[config.mk]
export PLATFORM = sky130hd
export DESIGN_NAME = rr_fl_alloc_arbiter
export DESIGN_NICKNAME = d
export VERILOG_FILES = /design/src/rtl/rr_fl_alloc_arbiter.sv
export SDC_FILE = /design/constraint.sdc
export NUM_CORES = 1
export LEC_CHECK = 0
export CORE_AREA = 2 2 66 68
export DETAILED_ROUTE_END_ITERATION = 7
export DIE_AREA = 0 0 68 70
export GPL_TIMING_DRIVEN = 0
export PLACE_DENSITY_LB_ADDON = 0.3
export SLEW_MARGIN = 15
export SYNTH_ARGS = -nofsm -noshare
export SYNTH_HDL_FRONTEND = slang
export SYNTH_SLANG_ARGS = --single-unit
[constraint.sdc]
create_clock -name clk -period 4.7 [get_ports clk]
set_input_delay 1.175 -clock clk [delete_from_list [all_inputs] [get_ports clk]]
set_output_delay 1.175 -clock clk [all_outputs]
set_load 0.02 [all_outputs]
[src/rtl/rr_fl_alloc_arbiter.sv]
// Round-robin arbiter that funnels N write-controller allocation requests onto the single free-list port.
// Latency: request to fl_alloc_req_o 1 cycle from IDLE; FL grant to port grant pulse 1 cycle (registered).
// Backpressure: the FL request is held for the locked owner until FL grants or the owner withdraws.
package mem_pkg;
  localparam int ADDR_W = 8;
endpackage

module rr_fl_alloc_arbiter #(
  parameter  int N      = 4,
  parameter  int ADDR_W = mem_pkg::ADDR_W,
  localparam int PTR_W  = (N > 1) ? $clog2(N) : 1
) (
  input  logic                         clk,
  input  logic                         rst_n,
  input  logic [N-1:0]                 fl_alloc_req_i,
  output logic [N-1:0]                 fl_alloc_gnt_o,
  output logic [N-1:0][ADDR_W-1:0]     fl_alloc_block_idx_o,
  output logic                         fl_alloc_req_o,
  input  logic                         fl_alloc_gnt_i,
  input  logic [ADDR_W-1:0]            fl_alloc_block_idx_i,
  output logic                         busy_o,
  output logic [PTR_W-1:0]             owner_o
);

  typedef enum logic {IDLE, WAIT} state_t;

  state_t                   state_q, state_d;
  logic [PTR_W-1:0]         ptr_q, ptr_d, owner_q, owner_d, ptr_inc;
  logic [N-1:0]             gnt_q, gnt_d, owner_oh, rearb_mask;
  logic [N-1:0][ADDR_W-1:0] idx_q;
  logic                     fl_hit, idle_found, rearb_found;
  logic [PTR_W-1:0]         idle_pick, rearb_pick;

  // First set bit of cand searching start, start+1, ... mod N; MSB of result flags a hit.
  function automatic logic [PTR_W:0] rr_sel(input logic [N-1:0] cand, input logic [PTR_W-1:0] start);
    logic [PTR_W:0]   res;
    logic [PTR_W-1:0] j;
    res = '0;
    for (int i = N - 1; i >= 0; i--) begin
      j = PTR_W'((int'(start) + i) % N);
      if (cand[j]) res = {1'b1, j};
    end
    return res;
  endfunction

  assign owner_oh = N'(1) << owner_q;
  assign ptr_inc  = (owner_q == PTR_W'(N - 1)) ? '0 : owner_q + 1'b1;
  // With a single port the held request is simply re-served, keeping one grant per cycle.
  assign rearb_mask = (N == 1) ? '1 : ~owner_oh;

  assign {idle_found, idle_pick}   = rr_sel(fl_alloc_req_i, ptr_q);
  assign {rearb_found, rearb_pick} = rr_sel(fl_alloc_req_i & rearb_mask, ptr_inc);

  assign fl_alloc_req_o = (state_q == WAIT) && fl_alloc_req_i[owner_q];
  assign fl_hit         = fl_alloc_req_o && fl_alloc_gnt_i;

  always_comb begin
    state_d = state_q;
    ptr_d   = ptr_q;
    owner_d = owner_q;
    gnt_d   = '0;
    case (state_q)
      IDLE: begin
        if (idle_found) begin
          owner_d = idle_pick;
          state_d = WAIT;
        end
      end
      WAIT: begin
        if (fl_hit) begin
          gnt_d = owner_oh;
          ptr_d = ptr_inc;
          if (rearb_found) owner_d = rearb_pick;
          else             state_d = IDLE;
        end else if (!fl_alloc_req_i[owner_q]) begin
          state_d = IDLE;
        end
      end
      default: state_d = IDLE;
    endcase
  end

  always_ff @(posedge clk or negedge rst_n) begin
    if (!rst_n) begin
      state_q <= IDLE;
      ptr_q   <= '0;
      owner_q <= '0;
      gnt_q   <= '0;
      idx_q   <= '0;
    end else begin
      state_q <= state_d;
      ptr_q   <= ptr_d;
      owner_q <= owner_d;
      gnt_q   <= gnt_d;
      if (fl_hit) idx_q[owner_q] <= fl_alloc_block_idx_i;
    end
  end

  assign fl_alloc_gnt_o       = gnt_q;
  assign fl_alloc_block_idx_o = idx_q;
  assign busy_o               = (state_q == WAIT);
  assign owner_o              = owner_q;

endmodule
# ---- Word level (Yosys, flattened, before mapping)
# Index checks and enable logic that the tools add are counted.
dict set report word_totals {
  regBits 41
  inputBits 15
  out_inout_bits 40
  wordCells 79
}
dict set report op_classes {
  addsub 7
  n_lt_le_gt_ge 10
  eq_ne 4
  shift 1
  mux 41
  bitwise_logic 3
  reduce_logical 5
}
# cell n
set op_table {}
lappend op_table {{bitwise mux 32 bit} 1}
lappend op_table {{less-than comparator 2 x 3 -> 1 bit, second input constant} 9}
lappend op_table {{two-way mux 3 bit} 8}
lappend op_table {{binary-select mux 1 bit (select 2 bit)} 9}
lappend op_table {{demux 8 bit (select 2 bit)} 1}
lappend op_table {{two-way mux 1 bit} 13}
lappend op_table {{adder 2 bit, second input constant} 4}
lappend op_table {{two-way mux 2 bit} 4}
lappend op_table {{two-way mux 4 bit} 2}
lappend op_table {{two-way mux 8 bit} 1}
lappend op_table {{adder 2 x 1 -> 2 bit, second input constant} 3}
lappend op_table {{bitwise AND 4 bit} 1}
lappend op_table {{!= test 2 x 1 -> 1 bit, second input constant} 2}
lappend op_table {{NOT 4 bit} 1}
lappend op_table {{case mux 2 bit (2 select lines)} 1}
lappend op_table {{left shift 1 x 2 -> 4 bit, first input constant} 1}
lappend op_table {{logical AND 1 bit} 3}
lappend op_table {{AND reduction 3 bit} 1}
lappend op_table {{== test 2 bit, second input constant} 1}
lappend op_table {{>= comparator 2 x 1 -> 1 bit, second input constant} 1}
lappend op_table {{!= test 2 bit, second input constant} 1}
lappend op_table {{case mux 1 bit (2 select lines)} 1}
lappend op_table {{AND reduction 2 bit} 1}
lappend op_table {{NOT 1 bit} 1}

# ---- Longest topological paths before layout
dict set report logic_depth {
  depth_word 12
  ltp_mapped 8
  depth_no_buf 7
}

# ---- Least setup slack after synthesis
# OpenSTA, ideal clock, no wires.
dict set report synth_path {
  kind {input port to output port}
  start {input port fl_alloc_req_i[3]}
  end {output port fl_alloc_req_o}
  arrival_ps 1986
  required_ps 3525
  path_slack_ps 1539
  stages 3
  cell_sequence {buf_6 > mux4_2 > and2_1}
}
dict set report synth_via {
  elab_chain_cells 3
}
# element line
set synth_lines {}
lappend synth_lines {{from (decl)} 15} ;# input logic [N-1:0] fl_alloc_req_i,
lappend synth_lines {{binary-select mux 1 bit (select 2 bit)} 54} ;# assign fl_alloc_req_o = (state_q == WAIT) && fl_alloc_req_i[owner_q];
lappend synth_lines {{two-way mux 1 bit (implied by the code)} 54}
lappend synth_lines {{logical AND 1 bit} 54}
lappend synth_lines {{to (decl)} 18} ;# output logic fl_alloc_req_o,
# No other way between the ends. The select of a mux whose other input is x is not followed.

# ---- Final worst setup path
dict set report layout_path {
  start {input port fl_alloc_req_i[2]}
  end {output port fl_alloc_req_o}
}
# The elaborated chain is that of the path after synthesis.

==> impl_metrics.toml <==
[job]
number_of_violations_of_the_max_capacitance_limit = 0

[global_routing]
overflow = 0
grt_first_pass_wirelength_um = 7650
grt_antenna_before_repair = 0
combined_global_route_utilization_of_all_metal_layers_pct = 22.0
grt_pass1_vias = 1491
grt_max_degree = 24

[cts]
clkSinkCount = 41
postCtsSetupBuffers = 0
postCtsHoldBufs = 0
cts_made_buffers = 5
cts_root_buffer = "clkbuf_8"
tritoncts = "yes"
clk_pin_slew_ns = 0.07
cts_htree_levels = 2
clock_latency_ns = 0.29
cts-resized-gates = 0
max-clock-path-buffers = 2

[drt]
drt-initial-drc-count = 155
drc = 0
drt_first_pass_iters = 4
antenna_violating_nets_post_route = 0
routed_wl_um = 4630
route.vias.total = 1402
per_cell_routed_wire_length_um = 17.9
detail_route.vias_per_cell = 5.41

[timing]
timing.final.max_slew_violations = 0
clock-skew-final_ns = 0.00805
rsz_0062_raised_after_global_routing = "no"
max_freq_mhz = 243
finalHoldViolations = 0
layout_min_cycle_time_ns = 4.12
worst_slew_pin_slew_ns = 0.484
final.setup.tns_ns = 0
post-route-period-util_pct = 87.7
timing.slew.headroom_pct = 67.8
setup_violations = 0

[synth]
yosys.cell_types.count = 35
avgSynthCellArea_um2 = 14.1
post_synth_inst_count = 146
post_synthesis_adder_cell_area_fraction_pct = 2.43
area_fraction_in_compound_gates_after_synthesis_pct = 8.56
mappedNetlistArea_um2 = 2060
multiplexer_fraction_of_the_synthesized_cell_area_pct = 25.0
synth_seq_cells = 41
main_combinational_cell_family_by_area_after_synthesis = "multiplexers"
simple_gate_fraction_of_synth_area_pct = 10.6
yosysWarningCount = 0
synthXorXnorAreaFrac_pct = 0
postSynthNetCount = 165
synth_seq_area_share_pct = 49.8

[placed_design]
routabilityCongestion = 0.858
dpl-instance-area_um2 = 2680
dpl_hpwl_um = 3260
place.port_buffers = 53

[floorplanning]
num_rows = 24
floorplan.die_area_um2 = 4760
initial_core_util_pct = 49.7
ioPinCount = 55
dieWidth_um = 68
core_um2 = 4140
die_h_um = 70

[final_layout]
layout-drive-gt1-share_pct = 27.1
layout.cells.most_common_list = "52 x clkdlybuf4s50_1, 41 x dfrtp_1, 32 x mux2_4"
layout.cells.most_common = "clkdlybuf4s50_1"
filler_instances = 301
syn_to_final_growth_pct = 34.4
layout.cell_area.non_filler_um2 = 2770
antenna_cells_inserted = 0
num-nets-final = 226

[pwr]
power.static_leakage_uw = 0.00130
vdd_ir_drop_max_v = 0.000397
power_density_nw_per_um2 = 726

[min_path]
worst_hold_path_type = "reg2reg"

[setup_path]
end_kind = "primary output"
critical_path_class = "in2out"
critical_path_peak_fanout = 6
required_worst_endpoint_ns = 3.52
setup.worst_path.start_class = "primary input"
worstPathArrival_ns = 2.95

[run_status]
run_status = "finished, final reports clean"
[synth_stat cells]
library cell	instances	area (um^2)
o311ai_0	1	8.76
o211a_1	1	10.0
a211o_1	1	8.76
nor2b_1	4	25.0
o21ai_1	2	10.0
inv_2	4	15.0
a21oi_2	1	8.76
a41oi_1	1	8.76
ha_1	4	50.1
and2_1	1	6.26
a31oi_1	1	6.26
a221oi_2	1	15.0
nand2_1	6	22.5
dfrtp_1	41	1030
nor2_1	4	15.0
nand3b_1	1	7.51
a211oi_1	3	22.5
and3_4	1	11.3
buf_12	1	20.0
o221ai_1	1	8.76
inv_1	6	22.5
mux2_1	1	11.3
a21oi_1	4	20.0
nor4_1	1	6.26
nand2_8	4	80.1
o21ai_0	5	25.0
buf_4	1	7.51
a21o_1	1	7.51
mux2_4	32	480
nand4_1	1	6.26
mux4_2	1	22.5
nand2b_1	6	37.5
o2111ai_1	1	8.76
o211ai_1	1	7.51
buf_6	1	11.3
[cells by family (layout without fill, tap and decap cells)]
kind of cell	Yosys count	count (layout)
AND/OR/NAND/NOR	29	29
AO/OA/AOI/OAI	25	25
buffers and inverters	13	74
flip-flops	41	41
multiplexers	34	34
adder cells (fa/ha/maj)	4	4
[layout make-up]
type / instances / area, um^2 / share of cell area (%)
Buffer: 3 / 38.8 / 1.40
Clock buffer: 6 / 82.6 / 2.98
Clock inverter: 1 / 7.51 / 0.271
Inverter: 10 / 37.5 / 1.36
Multi-Input combinational cell: 92 / 958 / 34.6
Sequential cell: 41 / 1030 / 37.1
Tap cell: 52 / 65.1 / 2.35
Timing Repair Buffer: 54 / 553 / 20.0
[sequential cells by signal, indices dropped and copies added (netlist names)]
| register | cells |
|---|---|
| busy_o | 1 |
| fl_alloc_block_idx_o | 32 |
| fl_alloc_gnt_o | 4 |
| owner_o | 2 |
| ptr_q | 2 |
[path summary, 6_finish.rpt]
kind	from	to	slack [ns]	cells past startpoint
worst max-delay path	fl_alloc_req_i[2]	fl_alloc_req_o	0.58	4
worst min-delay path	fl_alloc_block_idx_o[12]	fl_alloc_block_idx_o[12]	0.51	1
worst max register to register	owner_o[0]	owner_o[1]	2.48	7
worst min register to register	fl_alloc_block_idx_o[12]	fl_alloc_block_idx_o[12]	0.51	1
max in group asynchronous	rst_n	fl_alloc_gnt_o[1]	3.39	2
min in group asynchronous	rst_n	fl_alloc_block_idx_o[13]	0.83	1
[per-stage QoR]
stage	std cells	power [uW]	hold WS (ns)	worst slack [ns]	util (%)
5_1_grt	259	2130	0.538	0.500	66.8
3_5_place_dp	252	1780	0.491	0.574	64.6
3_3_place_gp	251	1740	0.495	0.614	64.1
4_1_cts	259	2020	0.515	0.570	66.8
6_report	259	2010	0.512	0.579	66.8
2_1_floorplan	146	1330	0.506	1.54	-
[worst max-delay path, stage by stage]
cell and delay [ns]:
clkdlybuf4s50_1 0.53, mux4_2 0.52, and2_1 0.19, clkdlybuf4s50_1 0.53
[report_power, final]
| part | switching [uW] | internal, uW | leakage [uW] |
|---|---|---|---|
| logic | 529 | 610 | 0.000751 |
| clock network | 118 | 116 | 0.0000433 |
| registers | 123 | 515 | 0.000506 |
| total | 770 | 1240 | 0.00130 |
[routing by layer]
layer / up-vias / GRT usage, % / share of wire [%] / wire length, um
met5: - / 0 / 0 / 0
met4: 0 / 8.44 / 2.6 / 121
met3: 15 / 6.60 / 6.2 / 286
met2: 68 / 33.8 / 49 / 2260
met1: 683 / 29.2 / 42 / 1970
li1: 636 / - / - / -
Note: power is estimated with default switching activity, not from simulation.
==> variant 1, RTL diff (same flow settings) <==
The package constant `ADDR_W` goes from 8 to 7.
--- a/src/rtl/rr_fl_alloc_arbiter.sv
+++ b/src/rtl/rr_fl_alloc_arbiter.sv
@@ -4,3 +4,3 @@
 package mem_pkg;
-  localparam int ADDR_W = 8;
+  localparam int ADDR_W = 7;
 endpackage
Ports: changed (resized fl_alloc_block_idx_i and fl_alloc_block_idx_o); port bits go from 55 to 50. No check against the original RTL was run, so the function may have changed too.
==> variant 1 against the unedited design <==
- worst setup slack better by 89 ps
- wire length down 12%
- cell area down 13%
- combinational power down 16%
- area after synthesis down 15%
- count of clock-buffer cells in the layout up 1
- sequential cell count down 4
- register-to-register slack worse by 60 ps
- power down 13%
- sequential share of layout area up 1.5 points
==> variant 1: results (changes against the unedited design) <==
Synth
  – Compound-gate portion of the synthesized area: 0.116 (+0.0308)
  – Register area share after synthesis: 0.529 (+0.0307)
  – Yosys cell types: 34 (-2.9%)
  – Mapped Cells: 138 (-5.5%)
  – Adder-cell share of the synthesized area: 0.0286 (+0.00428)
  – Mux contribution to synthesized area: 0.205 (-0.0445)
  – Synthesized net count: 156 (-5.5%)
  – Top cells by area, synth: dfrtp_1 53%, mux2_2 17%, ha_1 2.9%, mux2_1 2.6%, a21oi_1 2.3%
  – Yosys warns: 0 (unchanged)
  – Post-Synth XOR/XNOR Area: 0 (unchanged)
  – Commonest cells in the synthesized netlist: 37 x dfrtp_1, 27 x mux2_2, 9 x inv_1

Critical path
  – Slowest stage delay, CP: 610 ps (+80 ps)
  – Max FO, Critical Path: 7 (+1)
  – Crit path from: fl_alloc_req_i[1]
  – Reg2Reg Setup Slack: 2420 ps (-60 ps)
  – CP max-delay cell: clkdlybuf4s50_1
  – CP arrival: 2860 ps (-90 ps)
  – Length in cells of the worst reg-to-reg path: 7 (unchanged)
  – Reg2reg end: owner_o[0]
  – Reg2reg start: owner_o[0]
  – CP Capture Point: fl_alloc_req_o

Global routing
  – Largest net degree at the start of global routing: 30 (+25%)
  – Total GRT Usage: 0.195 (-0.0252)
  – Global-route wire length before repair: 6800 um (-11%)
  – Vias in the first global route: 1376 (-7.7%)

Worst hold path
  – Hold Path Cell Cnt: 1 (unchanged)
  – Hold Path Origin: fl_alloc_block_idx_o[26]
  – Hold Path Class: register to register
  – Hold Crit Endpoint: fl_alloc_block_idx_o[26]

Pwr
  – Internal power: 1.06 mW (-15%)
  – Worst IR Drop VDD: 0.350 mV (-12%)
  – Leakage power: 1.09 nW (-16%)

Place
  – DP Area: 2310 um2 (-14%)
  – PortBufs: 48 (-9.4%)
  – RD Place Congestion: 0.985 (+15%)
  – Hpwl dp: 3040 um (-6.9%)
  – Pre-CTS worst setup slack: 662 ps (+87.3 ps)
  – # placed instances: 239 (-5.2%)

Final layout
  – Cell area after layout: 2400 um2 (-13%)
  – Nets: 212 (-6.2%)
  – Fillers: 350 (+16%)
  – Share of layout cells above drive strength 1: 0.237 (-0.0334)
  – Largest register FFs: 28 (-13%)

CTS
  – Hold_buf cts: 0 (unchanged)
  – CTS max path bufs: 2 (unchanged)
  – Clk_lat worst skew: 290 ps (about the same)
  – PostCTS Resize Cnt: 0 (unchanged)
  – Post-CTS setup buffers: 0 (unchanged)
  – CTS buffer count: 5 (unchanged)
  – CTS root buffer: clkbuf_8

Routing
  – DR iter-0 viols: 40 (-74%)
  – Routed wire per std cell: 16.6 um (-7.5%)
  – Routed WL: 4070 um (-12%)
  – Vias: 1301 (-7.2%)

STA
  – Final setup margin: 668 ps (+89.0 ps)
  – WHS: 504 ps (-7.99 ps)
  – Worst rel slew slack: 0.763 (+0.0850)
  – Skew final: 8.08 ps (+0.0218 ps)

Status
  – Outcome: finished, final reports clean
[variant 1: worst max-delay path: cells and delay by family]
family                 cells  cell delay [ps]
AND/OR/NAND/NOR            1              100
buffers and inverters      2             1220
multiplexers               1              190
AO/OA/AOI/OAI              1              180
[variant 1: power groups by stage]
stage	Sequential, mW	Clock, mW	Combinational, mW
floorplan	0.720	0	0.393
global placement	0.557	0	0.922
detailed placement	0.565	0	0.958
CTS	0.561	0.228	0.963
global route	0.585	0.244	1.02
finish	0.560	0.222	0.959
[variant 1: area by class of cell]
class	instances	share of cell area
clock buffers	7	0.0360
inverters	9	0.0141
multi-input cells	89	0.324
flip-flops and latches	37	0.386
repair buffers	49	0.207
plain buffers	3	0.00574
well taps	52	0.0271
[variant 1: layer usage]
metal  wire [um]  part of all wire  global-route usage
met5           0                 0                   0
met4         102             0.025              0.0689
met2        2050              0.50               0.314
met1        1660              0.41               0.243
met3         262             0.064              0.0628
==> variant 2, RTL diff (same flow settings) <==
Without the edit above. Reset style: synchronous (`rst_n`), changed in one clocked block.
--- a/src/rtl/rr_fl_alloc_arbiter.sv
+++ b/src/rtl/rr_fl_alloc_arbiter.sv
@@ -82,3 +82,3 @@
 
-  always_ff @(posedge clk or negedge rst_n) begin
+  always_ff @(posedge clk) begin
     if (!rst_n) begin
Check against the original RTL: differs if rst_n is asserted again (counterexample within 4 cycles, from zero or initial values and one cycle with rst_n low); with rst_n held inactive, the same outputs for 4 cycles.
==> variant 2 against the unedited design <==
- sequential cell count did not move
- worst setup slack improved by 120 ps
- via count grew 31%
- area after synthesis fell by 10%
- global-route usage down 1.6 points
- maximum frequency up 2.9%
- wire length is 1.6% lower
- first-iteration DRC count shrank 0.65%
- cell area shrank 8.7%
- register-to-register slack lost 70 ps
- non-clock buffer count up 11
- critical path type unchanged
- critical endpoint unchanged
- largest cell class is now multi-input combinational cells
- highest routed layer unchanged
Power is not compared: it rests on default switching activity, and its combinational part moved more than twofold at a synthesized area within 25%.
==> variant 2: results (changes against the unedited design) <==
Synth
  – Yosys cell types: 37 (+5.7%)
  – Synthesized net count: 245 (+48%)
  – Register area share after synthesis: 0.444 (-0.0543)
  – Commonest cells in the synthesized netlist: 41 x dfxtp_1, 40 x a21oi_1, 36 x nand2_1
  – Synth Flop Type: dfxtp_1
  – Ys async rst share: 0 (-1.00)
  – Mapped Cells: 226 (+55%)
  – Top cells by area, synth: dfxtp_1 44%, a21oi_1 11%, nand3_1 9.2%, nand2_1 7.3%, ha_1 2.7%

Global routing
  – Global-route wire length before repair: 7510 um (-1.8%)
  – Vias in the first global route: 1641 (+10%)
  – Total GRT Usage: 0.204 (-0.0163)
  – Largest net degree at the start of global routing: 13 (-46%)

Routing
  – Routed wire per std cell: 13.4 um (-25%)
  – DR iter-0 viols: 154 (-0.65%)
  – Pre-antenna DRT Iters: 4 (unchanged)
  – Vias: 1831 (+31%)

Place
  – RD Place Congestion: 0.888 (+3.5%)
  – Hpwl dp: 3440 um (+5.4%)
  – # placed instances: 331 (+31%)

STA
  – Worst rel slew slack: 0.685 (+0.00724)
  – Skew final: 7.61 ps (-0.441 ps)

Critical path
  – Slowest stage delay, CP: 540 ps
  – CP max-delay cell: clkdlybuf4s50_1
  – CP arrival: 2830 ps (-120 ps)

Final layout
  – Share of layout cells above drive strength 1: 0.0871 (-0.183)
  – Nets: 305 (+35%)
  – Non-filler cells, final: 339 (+31%)

Pwr
  – Worst IR Drop VDD: 0.160 mV
  – P_sw: 0.208 mW

CTS
  – CTS buffer count: 5 (unchanged)

Job
  – Max-cap viol count: 0 (unchanged)

Status
  – Outcome: finished, final reports clean
variant 2: cell count changes after synthesis, moves of 30 or more:
| cell | change |
|---|---|
| a21oi_1 | +36 |
| dfrtp_1 | -41 |
| dfxtp_1 | +41 |
| mux2_4 | -32 |
| nand2_1 | +30 |
| nand3_1 | +34 |
variant 2: worst paths after layout:
path,to,slack [ps],start,cells past startpoint
worst max-delay path,fl_alloc_req_o,690,fl_alloc_req_i[2],4
worst min-delay path,fl_alloc_block_idx_o[4],460,fl_alloc_block_idx_o[4],2
worst max register to register,owner_o[0],2410,owner_o[0],9
worst min register to register,fl_alloc_block_idx_o[4],460,fl_alloc_block_idx_o[4],2
variant 2: power groups by stage:
| stage | logic (mW) | registers, mW | clock network (mW) |
|---|---|---|---|
| CTS | 0.147 | 0.364 | 0.223 |
| global placement | 0.145 | 0.372 | 0 |
| floorplan | 0.0844 | 0.380 | 0 |
| global route | 0.162 | 0.366 | 0.238 |
| detailed placement | 0.146 | 0.372 | 0 |
| finish | 0.147 | 0.364 | 0.217 |
variant 2: area by class of cell:
type | count | area (um2)
Inverter | 7 | 26.3
Sequential cell | 41 | 821
Multi-Input combinational cell | 163 | 918
Buffer | 15 | 85.1
Clock buffer | 6 | 72.6
Tap cell | 52 | 65.1
Clock inverter | 2 | 10.0
Timing Repair Buffer | 53 | 531
Fill cell | 386 | 1620
variant 2: cell families after synthesis:
kind of cell             after synthesis  share of synthesized area
AND/OR/NAND/NOR                       97                      0.252
buffers and inverters                 22                     0.0602
AO/OA/AOI/OAI                         57                      0.189
multiplexers                           5                     0.0284
adder cells (fa/ha/maj)                4                     0.0270
flip-flops                            41                      0.444
variant 2: metal layers:
layer | global-route usage | vias to the layer above | share of wire
met3 | 0.0370 | 8 | 0.074
met4 | 0.0822 | 0 | 0.022
li1 | - | 906 | -
met2 | 0.319 | 81 | 0.47
met1 | 0.273 | 836 | 0.44
met5 | 0 | - | 0
variant 2: per-stage QoR:
stage | total power, mW | worst slack [ps] | instance area (um2)
global placement | 0.517 | 706 | 2450
finish | 0.729 | 694 | 2530
CTS | 0.733 | 704 | 2530
floorplan | 0.465 | 1780 | 1850
global route | 0.765 | 629 | 2530
detailed placement | 0.518 | 715 | 2450
variant 2: worst register-to-register path: cells and delay by family, from the launching register on:
kind / cells / cell delay (ps)
AOI/OAI and AO/OA: 4 / 1070
buffers and inverters: 4 / 460
DFF: 1 / 400
adders and majority gates: 1 / 270
